`src/rtl/hazard_unit.sv`:
```
// rtl/hazard_unit.sv - pipeline stall/flush controller; optional counters via HAZARD_STATS_EN
module hazard_unit #(
    parameter int REG_W = 5,
    parameter int CNT_W = 2
) (
    input  logic             CLK,
    input  logic             nRST,
    input  logic [REG_W-1:0] id_rs,
    input  logic [REG_W-1:0] id_rt,
    input  logic             id_branch,
    input  logic             id_branch_taken,
    input  logic [REG_W-1:0] ex_rd,
    input  logic             ex_regWr,
    input  logic             ex_memRd,
    input  logic [REG_W-1:0] mem_rd,
    input  logic             mem_memRd,
    input  logic             mem_dREN,
    input  logic             mem_dWEN,
    input  logic             dhit,
    input  logic             ihit,
    input  logic             mem_halt,
`ifdef HAZARD_STATS_EN
    output logic [31:0]      stall_cycles,
    output logic [31:0]      flush_count,
`endif
    output logic             pc_en,
    output logic             ifid_en,
    output logic             ifid_flush,
    output logic             idex_en,
    output logic             idex_flush,
    output logic             exmem_en,
    output logic             exmem_flush,
    output logic             memwb_en,
    output logic             memwb_flush,
    output logic             halt,
    output logic             stall_active
);

    localparam logic [1:0] RUN   = 2'd0;
    localparam logic [1:0] STALL = 2'd1;
    localparam logic [1:0] HALT  = 2'd2;

    logic [1:0]       state;
    logic [CNT_W-1:0] cnt;

    logic dep_ex;
    logic dep_mem;
    logic lu;
    logic be;
    logic bm;
    logic need_two;
    logic need_one;
    logic dw;
    logic bubble;
    logic branch_flush;

    // $zero is hardwired, so it never carries a real dependency
    assign dep_ex  = (ex_rd  != '0) && ((ex_rd  == id_rs) || (ex_rd  == id_rt));
    assign dep_mem = (mem_rd != '0) && ((mem_rd == id_rs) || (mem_rd == id_rt));

    assign lu = ex_memRd && dep_ex;
    assign be = id_branch && ex_regWr && dep_ex;
    assign bm = id_branch && mem_memRd && dep_mem;

    assign need_two = (state == RUN) && be && ex_memRd;
    assign need_one = (state == RUN) && (be || lu || bm);
    assign dw       = (mem_dREN || mem_dWEN) && !dhit;
    assign bubble   = need_one || (state == STALL);

    always_comb begin
        pc_en        = 1'b1;
        ifid_en      = 1'b1;
        ifid_flush   = 1'b0;
        idex_en      = 1'b1;
        idex_flush   = 1'b0;
        exmem_en     = 1'b1;
        exmem_flush  = 1'b0;
        memwb_en     = 1'b1;
        memwb_flush  = 1'b0;
        branch_flush = 1'b0;
        if (!nRST) begin
            pc_en       = 1'b0;
            ifid_en     = 1'b0;
            idex_en     = 1'b0;
            exmem_en    = 1'b0;
            memwb_en    = 1'b0;
            ifid_flush  = 1'b1;
            idex_flush  = 1'b1;
            exmem_flush = 1'b1;
            memwb_flush = 1'b1;
        end else if (state == HALT) begin
            pc_en       = 1'b0;
            ifid_en     = 1'b0;
            ifid_flush  = 1'b1;
            idex_flush  = 1'b1;
            exmem_flush = 1'b1;
        end else if (dw) begin
            // Whole front end freezes; a bubble drains into MEM/WB
            pc_en       = 1'b0;
            ifid_en     = 1'b0;
            idex_en     = 1'b0;
            exmem_en    = 1'b0;
            memwb_flush = 1'b1;
        end else if (bubble || !ihit) begin
            pc_en      = 1'b0;
            ifid_en    = 1'b0;
            idex_flush = 1'b1;
        end else if (id_branch_taken) begin
            ifid_flush   = 1'b1;
            branch_flush = 1'b1;
        end
    end

    assign stall_active = !pc_en;

    always_ff @(posedge CLK) begin
        if (!nRST) begin
            state <= RUN;
            cnt   <= '0;
            halt  <= 1'b0;
        end else begin
            halt <= (state == HALT);
            case (state)
                RUN: begin
                    if (mem_halt && !dw) begin
                        state <= HALT;
                    end else if (!dw && need_two) begin
                        state <= STALL;
                        cnt   <= CNT_W'(1);
                    end
                end
                STALL: begin
                    if (mem_halt && !dw) begin
                        state <= HALT;
                        cnt   <= '0;
                    end else if (!dw) begin
                        cnt <= cnt - CNT_W'(1);
                        if (cnt == CNT_W'(1)) begin
                            state <= RUN;
                        end
                    end
                end
                HALT: begin
                    state <= HALT;
                end
                default: begin
                    state <= RUN;
                    cnt   <= '0;
                end
            endcase
        end
    end

`ifdef HAZARD_STATS_EN
    always_ff @(posedge CLK) begin
        if (!nRST) begin
            stall_cycles <= '0;
            flush_count  <= '0;
        end else begin
            if (stall_active && (state != HALT) && (stall_cycles != 32'hFFFF_FFFF)) begin
                stall_cycles <= stall_cycles + 32'd1;
            end
            if (branch_flush && (flush_count != 32'hFFFF_FFFF)) begin
                flush_count <= flush_count + 32'd1;
            end
        end
    end
`endif

endmodule

```
`config.mk`:
```
export PLATFORM = sky130hd
export DESIGN_NAME = hazard_unit
export DESIGN_NICKNAME = d
export VERILOG_FILES = /design/src/rtl/hazard_unit.sv
export SDC_FILE = /design/constraint.sdc
export NUM_CORES = 1
export LEC_CHECK = 0
export CAP_MARGIN = 40
export CORE_MARGIN = 1.5
export CORE_UTILIZATION = 26
export CTS_BUF_LIST = sky130_fd_sc_hd__clkbuf_2 sky130_fd_sc_hd__clkbuf_4 sky130_fd_sc_hd__clkbuf_8
export CTS_CLUSTER_SIZE = 20
export DETAILED_ROUTE_END_ITERATION = 7
export SYNTH_ARGS = -nofsm -noshare
export SYNTH_HDL_FRONTEND = slang
export SYNTH_SLANG_ARGS = --single-unit
```
`constraint.sdc`:
```
create_clock -name CLK -period 3.4 [get_ports CLK]
set_input_delay 1.02 -clock CLK [delete_from_list [all_inputs] [get_ports CLK]]
set_output_delay 1.02 -clock CLK [all_outputs]
set_load 0.005 [all_outputs]
```
==> qor.csv <==
metric,value,unit
Slew HR,0.7634,
CP Capture Type,output pin,
synth-to-layout area growth,108.2,%
ys async rst share,0,
Critical Path RT,2380,ps
initial antenna violation count,0,
row cnt,17,
Final WS setup,47.37,ps
Pleak,0.5863,nW
unrepaired setup endpoints after global routing,no,
DRT antenna net count,0,
VDD IR max,0.1654,mV
total CTS buffers,3,
Port Buffers,42,
routed vias,916,
H-tree depth,1,
total wire length,2.502,mm
Post-Syn Instances,90,
Hold Slack,524.9,ps
Die Wd,52.78,um
clk sinks,5,
FMAX,0.2983,GHz
Power Dens Cells,223.0,mW/mm^2
grt ovf,0,
DR pass1 iterations,6,
setup_tns,0,ps
detailed placer's ending HPWL,1.955,mm
gpl congestion,0.7682,
number of remaining DRC errors,0,
design area,0.001341,mm^2
CTS root buf,clkbuf_4,
CORE AREA,0.002276,mm^2
sequential area share after synthesis,0.1553,
Initial Util,0.2831,
CTS tree,yes,
Post-synth EDFFs,0,
GR Util All Layers,0.1930,
Wirelength per Cell,13.31,um
clock skew,3.352,ps
area post-placement,0.001227,mm^2
Crit path arrival time,2330,ps
"flops & latches, synth",5,
Final setup viols,0,
Fin. Hold Viols,0,
hold buffers post-CTS,0,
fin util,0.5893,
largest net degree at the start of global routing,10,
Startpoint Class,primary input,
Ant. Diodes,0,
I/O pin total,43,
crit share post-route,0.9861,
yosys synthesis warning count,0,
layout cells sized above 1,0.3688,
worst reg2reg setup slack,2180,ps
total power,0.2992,mW
Mapped Avg Cell Area,7.160,um^2
Die Y-Extent,52.78,um
later-pin clock latency in the skew report,240,ps
net total in the final layout,194,
placed insts,176,
Crit Path Max Fanout,3,
pre-CTS setup slack,-655.0,ps
1st-iter DRT viols,25,
final cell count without fillers,188,
maximum clock path buffer count,2,
Die ar.,0.002786,mm^2
Post-Syn Nets,123,
max-cap viol count,0,
Clock transition at path regs,40,ps
Tightest Pin Transition,352.6,ps
"Cell Area, Synth",644.4,um^2
fin. max-slew vios,0,
outcome,"complete, no violations",
hold crit path type,reg -> reg,
Synth Flop Type,dfxtp_1,
CP Class,in -> out,
Tmin final,3353,ps
DR vias/cell,4.872,
vias in the first global route,876,
first-pass GRT wire length,3.933,mm
Yosys cell types,30,
## logic make-up (layout without fill, tap and decap cells)
| group | after synthesis | in the layout | share of synthesized area |
|---|---|---|---|
| XOR/XNOR | 20 | 20 | 0.2718 |
| adder cells (fa/ha/maj) | 1 | 1 | 0.01941 |
| AO/OA/AOI/OAI | 23 | 23 | 0.2641 |
| AND/OR/NAND/NOR | 31 | 31 | 0.2136 |
| flip-flops | 5 | 5 | 0.1553 |
| buffers and inverters | 10 | 80 | 0.07573 |
## state kept, by name, summed over array words and instances (netlist names)
register	cells
halt	1
state	2
cnt	2
## cells in the mapped netlist, drive strengths merged (2+ instances only)
cell type | instances | area share
buf | 3 | 0.035
xnor2 | 18 | 0.24
nor3 | 3 | 0.023
nand3 | 7 | 0.054
o21ai | 3 | 0.023
clkbuf | 2 | 0.012
inv | 5 | 0.029
a21oi | 5 | 0.039
a31oi | 3 | 0.029
nand2 | 5 | 0.033
nor2 | 14 | 0.082
dfxtp | 5 | 0.16
xor2 | 2 | 0.027
## cell type report
cell class              count  area (um^2)
repair buffers             71        580.6
well taps                  28        35.03
flip-flops and latches      5        100.1
inverters                   5        18.77
fillers                   228        934.6
clock buffers               4        30.03
multi-input cells          75        576.8
## cells in the final DEF (no fill, tap or decap), types with 3 or more instances in the layout
master           count
nand3_1              6
buf_6                3
nor2_1              12
nand2_1              4
dlygate4sd2_1       11
clkbuf_4             4
buf_4               28
dfxtp_1              5
clkdlybuf4s50_1     14
clkbuf_2             7
a21oi_1              5
buf_2                4
nor3_1               3
xnor2_1             17
inv_1                5
## path summary, 6_finish.rpt
check        startpoint        to  cells past startpoint
max                nRST  exmem_en                      5
max reg2reg    state[0]    cnt[1]                      4
min reg2reg      cnt[1]    cnt[1]                      1
min              cnt[1]    cnt[1]                      1
## what timing repair did
| action | in CTS | in global routing |
|---|---|---|
| pin swaps | 15 | 14 |
| gates resized for setup | 55 | 23 |
| endpoints found under the setup margin | 8 | 7 |
| buffers inserted | 7 | 1 |
| endpoints found under the hold margin | 0 | 0 |
## routing by layer
layer	vias to the layer above	global-route usage	wire length, um
li1	456	-	-
met1	418	0.2466	1119
met2	42	0.3417	1228
met3	0	0.04286	154
met4	0	0.01282	0
met5	-	0	0
## critical path: stages
cell and delay, ps:
clkdlybuf4s50_1 480, buf_4 120, inv_1 50, nor2_2 140, clkdlybuf4s50_1 520
## where the power goes
group	leakage [nW]	internal, mW	switching [mW]
combinational	0.527	0.0931	0.0651
sequential	0.0407	0.0613	0.00341
clock	0.0184	0.0523	0.0240
Power figures use the tool's default switching activity.
==> variant, RTL diff (same flow settings) <==
Change the parameter `REG_W` from 5 to 7.
--- a/src/rtl/hazard_unit.sv
+++ b/src/rtl/hazard_unit.sv
@@ -1,5 +1,5 @@
 // rtl/hazard_unit.sv - pipeline stall/flush controller; optional counters via HAZARD_STATS_EN
 module hazard_unit #(
-    parameter int REG_W = 5,
+    parameter int REG_W = 7,
     parameter int CNT_W = 2
 ) (
Ports: changed (resized ex_rd, id_rs, id_rt and mem_rd); port bits go from 43 to 51. No check against the original RTL was run, so the function may have changed too.
==> variant against the original RTL <==
Synthesized area grew 16%. Count of clock-buffer cells in the layout is the same. Worst setup slack gained 0.023 ns. Sequential cell count is the same. Maximum frequency grew 0.69%. Critical endpoint is now memwb_flush. Design area grew 2.8%. Total power shrank 4.2%. Wire length shrank 4.8%. Highest routed layer is now met4. Register-to-register slack gained 0.02 ns.
==> variant: results (changes against the original RTL) <==
| Metric | Value |
|---|---|
| Placed cell area | 0.00131 mm² (was 0.00123 mm²) |
| Cell Count, Final, Fillers Out | 191 (was 188) |
| Internal | 198 µW (was 207 µW) |
| Synthesized instance count | 99 (was 90) |
| Sequential-to-total area share from yosys stat | 13.4% (was 15.5%) |
| Number of global-route vias before repair | 1060 (was 876) |
| Logic power comb | 148 µW (was 158 µW) |
| Hold Startpoint | cnt[0] (was cnt[1]) |
| Synth Area in XOR/XNOR | 32.9% (was 27.2%) |
| WHS | 0.592 ns (was 0.525 ns) |
| First-pass GRT wire length | 4020 µm (was 3930 µm) |
| Tightest Pin Transition | 0.327 ns (was 0.353 ns) |
| Postcts setup bufs | 2 (was 7) |
| Unique masters post-synth | 29 (was 30) |
| Placed insts | 184 (was 176) |
| Clock Path Buffers | 2 (unchanged) |
| Share of cells above drive strength 1 | 30.6% (was 36.9%) |
| Net Switching | 88.8 µW (was 92.5 µW) |
| Total track usage | 15.3% (was 19.3%) |
| DR iter-0 viols | 4 (was 25) |
| Multi-input logic area | 657 µm² (was 577 µm²) |
| Number of gates resized after cts | 66 (was 55) |
| Dpl ws | -0.548 ns (was -0.655 ns) |
| Hold Path End | cnt[0] (was cnt[1]) |
| Reg2Reg Depth | 5 (was 4) |
| Initial antenna violation count | 0 (unchanged) |
| Vias post-DR | 968 (was 916) |
| Compound-Gate Fraction of Synth Area | 22.0% (was 26.4%) |
| Crit path arrival time | 2.31 ns (was 2.33 ns) |
| Buffers on Ports | 50 (was 42) |
| Clk pwr share | 25.9% (was 25.5%) |
| R2r startpoint | cnt[1] (was state[0]) |
| Hold depth | 2 (was 1) |
| Worst Skew | 0.00102 ns (was 0.00335 ns) |
| Max stage delay on crit path | 0.48 ns (was 0.52 ns) |
| Peak VDD IR | 0.000157 V (was 0.000165 V) |
| Worst Setup EP | memwb_flush (was exmem_en) |
| Nets | 202 (was 194) |
| Ranking of synthesized cells by area | xnor2_1 33%, dfxtp_1 13%, nor2_1 5.0% (was xnor2_1 24%, dfxtp_1 16%, nor2_1 8.2%) |
| Fill count | 266 (was 228) |
| Synth top cells by count | 28 x xnor2_1, 10 x nor2_1, 6 x a21oi_1, 6 x nand3_1 (was 18 x xnor2_1, 14 x nor2_1, 7 x nand3_1) |
| Synth Area in Adders | 1.68% (was 1.94%) |
| Status | completed (unchanged) |
| Hpwl dp | 2090 µm (was 1960 µm) |
| Flop2flop setup slack | 2.20 ns (was 2.18 ns) |
| Routability congestion estimate | 0.884 (was 0.768) |
| Num CTS Buffers | 3 (unchanged) |
| Pleak | 0.000539 µW (was 0.000586 µW) |
| Drt pass-1 iters | 4 (was 6) |
## variant: cell count changes after synthesis, sizes merged, moves of 2 or more
| cell | delta |
|---|---|
| xnor2 | +10 |
| nand4 | +5 |
| nor2 | -4 |
| nor4 | +3 |
| a21oi | +2 |
| clkbuf | -2 |
| o21ai | -2 |
| xor2 | -2 |
## variant: per-layer routing
metal / up-vias / wire length [µm] / global-route usage, %
met5: - / 0 / 0
met4: 0 / 47 / 5.10
met3: 6 / 175 / 2.53
met2: 44 / 1240 / 30.7
met1: 440 / 922 / 15.5
li1: 478 / - / -
## variant: tightest hold or removal path: stages, from the launching register on
cell      delay, ns
dfxtp_1        0.35
nor2_1         0.12
a211oi_1       0.08
## variant: layout make-up
class                           instances  share of cell area, %
Multi-Input combinational cell         85                   47.6
Timing Repair Buffer                   61                   38.7
Sequential cell                         5                   7.26
Tap cell                               31                   2.81
Clock buffer                            4                   2.18
Inverter                                5                   1.36
